===== src/rtl/neuron_mac_accumulator_if.sv =====
// Handshake bundle for neuron_mac_accumulator: input beats (x, w, bias) and held result (y, sat).
// Strict valid/ready on both sides: a transfer occurs on a rising edge where valid && ready.
interface neuron_mac_accumulator_if #(
    parameter int N = 16
);
    logic         in_valid;
    logic         in_ready;
    logic [N-1:0] x;
    logic [N-1:0] w;
    logic [N-1:0] bias;
    logic         out_valid;
    logic         out_ready;
    logic [N-1:0] y;
    logic         sat;

    modport master (
        output in_valid, x, w, bias, out_ready,
        input  in_ready, out_valid, y, sat
    );

    modport slave (
        input  in_valid, x, w, bias, out_ready,
        output in_ready, out_valid, y, sat
    );
endinterface


===== src/rtl/neuron_mac_accumulator.sv =====
// Fixed-point MAC: K signed x*w products plus bias, shifted by FRAC, saturated to N bits.
// Optional macro NEURON_RELU_EN replaces a negative saturated result by zero.
module neuron_mac_accumulator #(
    parameter int N     = 16,
    parameter int K     = 8,
    parameter int FRAC  = 8,
    parameter int ACC_W = 40
) (
    input  logic                     clk,
    input  logic                     rst,
    neuron_mac_accumulator_if.slave  bus,
    output logic [1:0]               o_dbg_state
);
    localparam int CNT_W = $clog2(K) + 1;
    localparam logic signed [ACC_W:0] SAT_MAX = {{(ACC_W + 2 - N){1'b0}}, {(N - 1){1'b1}}};
    localparam logic signed [ACC_W:0] SAT_MIN = {{(ACC_W + 2 - N){1'b1}}, {(N - 1){1'b0}}};

    typedef enum logic [1:0] {
        IDLE   = 2'd0,
        ACCUM  = 2'd1,
        DRAIN  = 2'd2,
        OUTPUT = 2'd3
    } state_t;

    state_t                   r_state;
    logic                     r_drain_done;
    logic signed [2*N-1:0]    r_prod;
    logic signed [ACC_W-1:0]  r_acc;
    logic signed [N-1:0]      r_bias;
    logic [CNT_W-1:0]         r_count;
    logic                     r_in_ready;
    logic                     r_out_valid;
    logic [N-1:0]             r_y;
    logic                     r_sat;

    logic                     w_accept;
    logic signed [2*N-1:0]    w_x_ext;
    logic signed [2*N-1:0]    w_w_ext;
    logic signed [2*N-1:0]    w_prod;
    logic signed [ACC_W-1:0]  w_prod_ext;
    logic signed [ACC_W-1:0]  w_shift;
    logic signed [ACC_W:0]    w_sum;
    logic [N-1:0]             w_clamped;
    logic                     w_clip;
    logic [N-1:0]             w_result;

    assign w_accept   = bus.in_valid && r_in_ready;
    assign w_x_ext    = {{N{bus.x[N-1]}}, bus.x};
    assign w_w_ext    = {{N{bus.w[N-1]}}, bus.w};
    assign w_prod     = w_x_ext * w_w_ext;
    assign w_prod_ext = {{(ACC_W - 2*N){r_prod[2*N-1]}}, r_prod};
    assign w_shift    = r_acc >>> FRAC;
    // One guard bit keeps the bias add from wrapping before the clamp.
    assign w_sum      = {w_shift[ACC_W-1], w_shift} + {{(ACC_W + 1 - N){r_bias[N-1]}}, r_bias};

    always_comb begin
        w_clamped = w_sum[N-1:0];
        w_clip    = 1'b0;
        if (w_sum > SAT_MAX) begin
            w_clamped = {1'b0, {(N - 1){1'b1}}};
            w_clip    = 1'b1;
        end else if (w_sum < SAT_MIN) begin
            w_clamped = {1'b1, {(N - 1){1'b0}}};
            w_clip    = 1'b1;
        end
`ifdef NEURON_RELU_EN
        w_result = w_clamped[N-1] ? '0 : w_clamped;
`else
        w_result = w_clamped;
`endif
    end

    always_ff @(posedge clk or posedge rst) begin
        if (rst) begin
            r_state      <= IDLE;
            r_drain_done <= 1'b0;
            r_prod       <= '0;
            r_acc        <= '0;
            r_bias       <= '0;
            r_count      <= '0;
            r_in_ready   <= 1'b0;
            r_out_valid  <= 1'b0;
            r_y          <= '0;
            r_sat        <= 1'b0;
        end else begin
            case (r_state)
                IDLE: begin
                    r_in_ready <= 1'b1;
                    if (w_accept) begin
                        r_acc   <= '0;
                        r_bias  <= bus.bias;
                        r_prod  <= w_prod;
                        r_count <= CNT_W'(1);
                        if (K == 1) begin
                            r_state    <= DRAIN;
                            r_in_ready <= 1'b0;
                        end else begin
                            r_state <= ACCUM;
                        end
                    end
                end
                ACCUM: begin
                    if (w_accept) begin
                        r_acc   <= r_acc + w_prod_ext;
                        r_prod  <= w_prod;
                        r_count <= r_count + CNT_W'(1);
                        if (r_count == CNT_W'(K - 1)) begin
                            r_state    <= DRAIN;
                            r_in_ready <= 1'b0;
                        end
                    end
                end
                DRAIN: begin
                    // First cycle folds in the final product, second registers the result.
                    if (!r_drain_done) begin
                        r_acc        <= r_acc + w_prod_ext;
                        r_drain_done <= 1'b1;
                    end else begin
                        r_y          <= w_result;
                        r_sat        <= w_clip;
                        r_out_valid  <= 1'b1;
                        r_drain_done <= 1'b0;
                        r_state      <= OUTPUT;
                    end
                end
                OUTPUT: begin
                    if (bus.out_ready) begin
                        r_out_valid <= 1'b0;
                        r_acc       <= '0;
                        r_count     <= '0;
                        r_in_ready  <= 1'b1;
                        r_state     <= IDLE;
                    end
                end
                default: r_state <= IDLE;
            endcase
        end
    end

    assign bus.in_ready  = r_in_ready;
    assign bus.out_valid = r_out_valid;
    assign bus.y         = r_y;
    assign bus.sat       = r_sat;
    assign o_dbg_state   = r_state;
endmodule


===== src/flat_wrapper.sv =====
// flat-port wrapper written by rule: the top's interface ports become plain ports
module neuron_mac_accumulator_flat 
#(
    parameter int N     = 16,
    parameter int K     = 8,
    parameter int FRAC  = 8,
    parameter int ACC_W = 40
)
  (clk, rst, o_dbg_state, bus_in_valid, bus_x, bus_w, bus_bias, bus_out_ready, bus_in_ready, bus_out_valid, bus_y, bus_sat);
  neuron_mac_accumulator_if #(.N(N)) bus_i ();
  input  logic clk;
  input  logic rst;
  output logic [1:0] o_dbg_state;
  input wire logic [$bits(bus_i.in_valid)-1:0] bus_in_valid;
  input wire logic [$bits(bus_i.x)-1:0] bus_x;
  input wire logic [$bits(bus_i.w)-1:0] bus_w;
  input wire logic [$bits(bus_i.bias)-1:0] bus_bias;
  input wire logic [$bits(bus_i.out_ready)-1:0] bus_out_ready;
  output wire logic [$bits(bus_i.in_ready)-1:0] bus_in_ready;
  output wire logic [$bits(bus_i.out_valid)-1:0] bus_out_valid;
  output wire logic [$bits(bus_i.y)-1:0] bus_y;
  output wire logic [$bits(bus_i.sat)-1:0] bus_sat;
  assign bus_i.in_valid = bus_in_valid;
  assign bus_i.x = bus_x;
  assign bus_i.w = bus_w;
  assign bus_i.bias = bus_bias;
  assign bus_i.out_ready = bus_out_ready;
  assign bus_in_ready = bus_i.in_ready;
  assign bus_out_valid = bus_i.out_valid;
  assign bus_y = bus_i.y;
  assign bus_sat = bus_i.sat;
  neuron_mac_accumulator #(.N(N), .K(K), .FRAC(FRAC), .ACC_W(ACC_W)) u_core (.clk(clk), .rst(rst), .bus(bus_i), .o_dbg_state(o_dbg_state));
endmodule

===== config.mk =====
export PLATFORM = sky130hd
export DESIGN_NAME = neuron_mac_accumulator_flat
export DESIGN_NICKNAME = d
export VERILOG_FILES = /design/src/rtl/neuron_mac_accumulator_if.sv /design/src/rtl/neuron_mac_accumulator.sv /design/src/flat_wrapper.sv
export SDC_FILE = /design/constraint.sdc
export NUM_CORES = 1
export LEC_CHECK = 0
export ABC_CLOCK_PERIOD_IN_PS = 7200
export BUFFER_PORTS_ARGS = -buffer_cell sky130_fd_sc_hd__buf_2
export CAP_MARGIN = 20
export CORE_MARGIN = 5
export CORE_UTILIZATION = 45
export DETAILED_ROUTE_END_ITERATION = 6
export PLACE_DENSITY_LB_ADDON = 0.05
export SLEW_MARGIN = 25
export SYNTH_ARGS = -nofsm -noshare
export SYNTH_HDL_FRONTEND = slang
export SYNTH_SLANG_ARGS = --single-unit
export TNS_END_PERCENT = 100

===== constraint.sdc =====
create_clock -name clk -period 7.2 [get_ports clk]
set_input_delay 1.44 -clock clk [delete_from_list [all_inputs] [get_ports clk]]
set_output_delay 1.44 -clock clk [all_outputs]
set_load 0.1 [all_outputs]

Yosys cells after proc, flatten, opt, wreduce, memory -nomap -nowiden
Index checks and enable logic that the tools add are counted.

word-level totals
  register bits = 114
  input port bits = 52
  output and inout port bits = 21

cells by class
  add/sub/neg operators = 3
  multipliers = 1
  magnitude comparators = 2
  equality and inequality tests = 10
  muxes and demuxes = 27
  reduce and logical (&&, ||, !) cells = 13

operators with widths
  kind                  number
  $mux 40               4
  $pmux 40 s4           1
  $gt 41x16->1 const B  1
  $lt 41x16->1 const B  1
  $add 40x32->40        1
  $add 32x16->33        1
  $mul 16x16->32        1
  $mux 16               2
  $mux 4                3
  $pmux 4 s3            1
  $reduce_and 4->1      3
  $mux 2                5
  $mux 1                8
  $ne 2x1->1 const B    4
  $pmux 2 s4            1
  $reduce_and 2->1      3
  $reduce_and 5->1      1
  $add 4x1->4 const B   1
  $eq 2x2->1 const B    2
  $eq 4x3->1 const B    1
  $ne 2x2->1 const B    2
  $pmux 1 s3            1
  $reduce_and 3->1      1
  $reduce_bool 3->1     1
  other kinds (6)       6

Logic depth before layout (Yosys ltp)
  depth in word-level cells = 4
  mapped depth = 24
  gate-level depth less buffers = 23

Least setup slack after synthesis
No wires, ideal clock.

  path type = input-to-reg
  from = input bus_x[9]
  to = register u_core.r_prod[31]
  setup time = 136 ps
  arrival time = 7464 ps
  required time = 7064 ps
  slack = -400 ps
  cell stages on the path = 21
  cells stage by stage = clkbuf_1 nand2_1 fa_1 fa_1 fa_1 inv_1 fa_1 fa_1 inv_1 fa_1 inv_1 ha_1 a21o_1 a21o_1 and3_1 a221o_1 a221oi_1 o211ai_1 and3_1 o21ai_0 or3b_2

on the way
  cells in the longest elaborated chain, start to end = 1

RTL lines
  element               line                           source
  from (decl)           flat_wrapper.sv:15             input wire logic [$bits(bus_i.x)-1:0] bus_x;
  $mul 16x16->32        neuron_mac_accumulator.sv:50   assign w_prod = w_x_ext * w_w_ext;
  to (signal assigned)  neuron_mac_accumulator.sv:92   r_prod <= w_prod;
  to (signal assigned)  neuron_mac_accumulator.sv:105  r_prod <= w_prod;
  to (decl)             neuron_mac_accumulator.sv:27   logic signed [2*N-1:0] r_prod;

No other way between the ends.
A chain may end at the register's enable or synchronous reset.

Worst setup path after layout
  from = input bus_x[4]
  to = register u_core.r_prod[31]

The elaborated chain is that of the path after synthesis.

==> results by group <==
Global route
  • GRT Total Usage: 0.206
  • Number of antenna violations at the first check in global routing: 0
  • Global-route wire length before repair: between 70000 and 80000 um
  • Maximum number of pins on one net before global-route repair: 74
  • Overall overflow remaining after global route: 0
  • Vias in the first global route: 15400

Clock tree
  • Number of buffers added by the clock tree synthesis step: 17
  • Clock sink count: around 110
  • Reg clk slew, reported paths: approximately 0.05 ns
  • Clock insertion delay at the later pin of the skew report: about 0.43 ns
  • Master cell of the clock root buffer: sky130_fd_sc_hd__clkbuf_16
  • CTS HTree Levels: 4
  • CTS tree: built
  • Maximum number of buffers from clock root to sink: 2

STA
  • Setup repair after global routing missed its margin: true
  • Worst hold margin: between 0.4 and 0.5 ns
  • Share of the clock period used by the worst path: 0.974
  • Setup tns final: 0 ns
  • Count of endpoints failing setup in the final report: 0
  • Slew at the pin closest to its max-slew limit: approximately 1.0 ns
  • Hold violation total from the final report: 0
  • Post-route clock skew: 0.0101 ns
  • Relative slew slack: 0.303
  • Crit path time final: about 7 ns
  • Number of max-slew violations in the final report: 0
  • Final setup slack of the worst path: about 0.18 ns
  • Timing-limited maximum frequency: 143 MHz

Worst setup path
  • RR Endpoint: u_core.bus.y[14]
  • RR Startpoint: u_core.r_bias[15]
  • Crit. End Element: flip-flop
  • Largest fanout on the critical path: 11
  • Start-to-end type of the worst setup path: input port to flip-flop
  • Register-to-register path setup slack: between 2 and 2.5 ns
  • Arrival time at the worst endpoint: about 7.3 ns
  • Kind of launch point of the worst setup path: input port
  • Cell depth of the worst flop-to-flop path: 12
  • Critical path required time: about 7.5 ns

Synthesis
  • Number of flip-flops and latches in the synthesized netlist: 114
  • Synth Instances: ~2100
  • Mean cell area of the mapped netlist: approximately 9 um2
  • Area of the mapped netlist: 0.0185 mm2
  • Syn nets: ~2600
  • Async set-reset flop share out of synthesis: 1.00
  • Portion of the post-synthesis area used by sequential elements: 0.154
  • Post-synthesis cell type count: between 80 and 90
  • Top flip-flop cell by instance count after synthesis: sky130_fd_sc_hd__dfrtp_1
  • Number of enable flip-flop cells after synthesis: 0
  • Synth Warn #: 0

Placed design
  • Placed wire-length estimate after detailed placement: between 30000 and 40000 um
  • Post-placement setup slack: -0.410 ns
  • Final weighted congestion of routability-driven global placement: around 0.9
  • Number of buffer cells added on primary ports: slightly above 70

Min path
  • Sink of the worst hold path: u_core.r_acc[4]
  • Path category of the worst min-delay check: flip-flop to flip-flop
  • Hold Startpoint: u_core.r_acc[4]
  • Worst hold path cell count: 2

Status
  • Outcome: completed

Die
  • Cell Rows: 74
  • Number of top-level design ports: 73
  • Die footprint: about 0.045 mm2
  • Vertical die dimension: 213 um
  • Initial standard-cell utilization of the core: 0.455
  • Die span in x: approximately 210 um
  • Core area: around 0.041 mm2

Route
  • Routed wire length per instance: approximately 16 um
  • Number of vias per cell: ~5.2
  • Number of vias in the routed layout: between 10000 and 15000
  • Remaining number of nets flagged by the antenna check after routing: 0
  • Number of search-and-repair iterations in the first detailed-routing pass: 5
  • Violation count after the first detailed-route iteration: between 700 and 800
  • # DRC: 0
  • Total Routed Length: around 46000 um

Cells and area
  • Share of cells above drive strength 1: 0.139
  • Net count reported at finish: around 2800
  • Syn-to-layout area delta: 14.4%
  • Number of antenna cells inserted: 0
  • Post-layout util: 0.520

Run
  • Max-capacitance violation count: 0
## synth_stat cells (10+ instances only)
master,instances,area (um2)
sky130_fd_sc_hd__a211oi_1,16,120
sky130_fd_sc_hd__a21o_1,55,413
sky130_fd_sc_hd__a21oi_1,71,355
sky130_fd_sc_hd__and2_1,134,838
sky130_fd_sc_hd__and3_1,17,106
sky130_fd_sc_hd__clkbuf_1,55,206
sky130_fd_sc_hd__dfrtp_1,114,2850
sky130_fd_sc_hd__fa_1,264,5290
sky130_fd_sc_hd__ha_1,158,1980
sky130_fd_sc_hd__inv_1,375,1410
sky130_fd_sc_hd__mux2_2,21,236
sky130_fd_sc_hd__nand2_1,246,923
sky130_fd_sc_hd__nand2b_1,20,125
sky130_fd_sc_hd__nand3_1,24,120
sky130_fd_sc_hd__nand4_1,11,68.8
sky130_fd_sc_hd__nor2_1,96,360
sky130_fd_sc_hd__nor3_1,26,130
sky130_fd_sc_hd__o211ai_1,10,75.1
sky130_fd_sc_hd__o21a_1,11,82.6
sky130_fd_sc_hd__o21ai_0,127,636
sky130_fd_sc_hd__o21bai_1,15,113
sky130_fd_sc_hd__xnor2_1,48,420
sky130_fd_sc_hd__xor2_1,36,315
## routing by layer
layer	vias up	wire length (um)	GRT usage
li1	7187	-	-
met1	7230	21800	0.286
met2	268	21500	0.349
met3	51	1350	0.0201
met4	0	977	0.0530
met5	-	0	0
## worst max-delay path, cell delays in order
cell                       delay (ns)
sky130_fd_sc_hd__clkbuf_4        0.19
sky130_fd_sc_hd__and2_1          0.18
sky130_fd_sc_hd__fa_1            0.55
sky130_fd_sc_hd__inv_1           0.06
sky130_fd_sc_hd__fa_1            0.46
sky130_fd_sc_hd__fa_2            0.40
sky130_fd_sc_hd__fa_1            0.54
sky130_fd_sc_hd__inv_1           0.06
sky130_fd_sc_hd__fa_1            0.54
sky130_fd_sc_hd__inv_1           0.06
sky130_fd_sc_hd__fa_1            0.53
sky130_fd_sc_hd__inv_1           0.06
sky130_fd_sc_hd__ha_4            0.21
sky130_fd_sc_hd__a21o_1          0.15
sky130_fd_sc_hd__a21o_1          0.18
sky130_fd_sc_hd__and3_1          0.18
sky130_fd_sc_hd__a221o_1         0.31
sky130_fd_sc_hd__a221oi_2        0.30
sky130_fd_sc_hd__o211ai_1        0.20
sky130_fd_sc_hd__and3_1          0.21
sky130_fd_sc_hd__o21ai_1         0.12
sky130_fd_sc_hd__or3b_4          0.38
## flip-flops by register name, indices dropped and copies added (netlist names)
| signal | count |
|---|---|
| u_core.bus.in_ready | 1 |
| u_core.bus.sat | 1 |
| u_core.r_bias | 16 |
| u_core.bus.y | 16 |
| u_core.r_count | 4 |
| u_core.r_drain_done | 1 |
| u_core.bus.out_valid | 1 |
| u_core.o_dbg_state | 2 |
| u_core.r_prod | 32 |
| u_core.r_acc | 40 |
## cell families after synthesis
family | Yosys count | synth area share
xor+xnor | 84 | 0.0397
compound gates | 403 | 0.148
fa+ha+maj | 422 | 0.392
mux | 21 | 0.0128
flops | 114 | 0.154
buf+inv | 440 | 0.0901
simple gates | 619 | 0.163
## metrics by stage
stage / std cells / instance area [um2]
after floorplan: 2103 / 18600
after global placement: 2790 / 20500
after detailed placement: 2791 / 20500
after CTS: 2822 / 21100
after global routing: 2823 / 21200
final: 2823 / 21200
## worst max path at each step
stage / startpoint / to / cells after the start
2_1_floorplan: bus_w[15] / u_core.r_prod[26] / 20
3_3_place_gp: bus_w[6] / u_core.r_prod[26] / 23
3_5_place_dp: bus_w[6] / u_core.r_prod[26] / 23
4_1_cts: bus_w[6] / u_core.r_prod[26] / 23
5_1_grt: bus_w[6] / u_core.r_prod[26] / 23
6_report: bus_x[4] / u_core.r_prod[31] / 22
## final cells by class
class                           count  area (um2)
Fill cell                        3926       19600
Multi-Input combinational cell   1549       14100
Sequential cell                   114        2850
Timing Repair Buffer              221        1520
Inverter                          376        1410
Tap cell                          532         666
Clock buffer                       21         480
Clock inverter                     10         155
## cell usage in the layout, fill, tap and decap left out, types with 7 or more instances in the layout
cell type / Yosys / routed
sky130_fd_sc_hd__o21ai_0: 127 / 126
sky130_fd_sc_hd__nand3_1: 24 / 24
sky130_fd_sc_hd__and3_1: 17 / 16
sky130_fd_sc_hd__o21bai_1: 15 / 15
sky130_fd_sc_hd__o211ai_1: 10 / 10
sky130_fd_sc_hd__nand4_1: 11 / 11
sky130_fd_sc_hd__buf_2: 3 / 71
sky130_fd_sc_hd__fa_1: 264 / 262
sky130_fd_sc_hd__dfrtp_1: 114 / 114
sky130_fd_sc_hd__xnor2_1: 48 / 48
sky130_fd_sc_hd__nor2_1: 96 / 96
sky130_fd_sc_hd__mux2_2: 21 / 21
sky130_fd_sc_hd__o32ai_1: 8 / 8
sky130_fd_sc_hd__a21oi_1: 71 / 69
sky130_fd_sc_hd__nand2_1: 246 / 245
sky130_fd_sc_hd__o31ai_1: 8 / 8
sky130_fd_sc_hd__a21o_1: 55 / 55
sky130_fd_sc_hd__and2_1: 134 / 132
sky130_fd_sc_hd__xor2_1: 36 / 36
sky130_fd_sc_hd__nor4_1: 7 / 7
sky130_fd_sc_hd__o32ai_2: 8 / 8
sky130_fd_sc_hd__nor3_1: 26 / 25
sky130_fd_sc_hd__a31oi_1: 8 / 7
sky130_fd_sc_hd__ha_1: 158 / 155
sky130_fd_sc_hd__buf_4: 1 / 145
sky130_fd_sc_hd__a211oi_1: 16 / 15
sky130_fd_sc_hd__inv_1: 375 / 373
sky130_fd_sc_hd__nand2b_1: 20 / 20
sky130_fd_sc_hd__o21a_1: 11 / 11
sky130_fd_sc_hd__clkbuf_16: 0 / 17
## what timing repair did
item                       CTS  global route
resized for setup            0             7
buffers inserted             0             1
setup endpoints to repair    0             5
hold buffers                 0             0
Power is left out: the tool's default activity adds up to more than one toggle a clock period on the data nets, which glitch-free logic cannot reach.
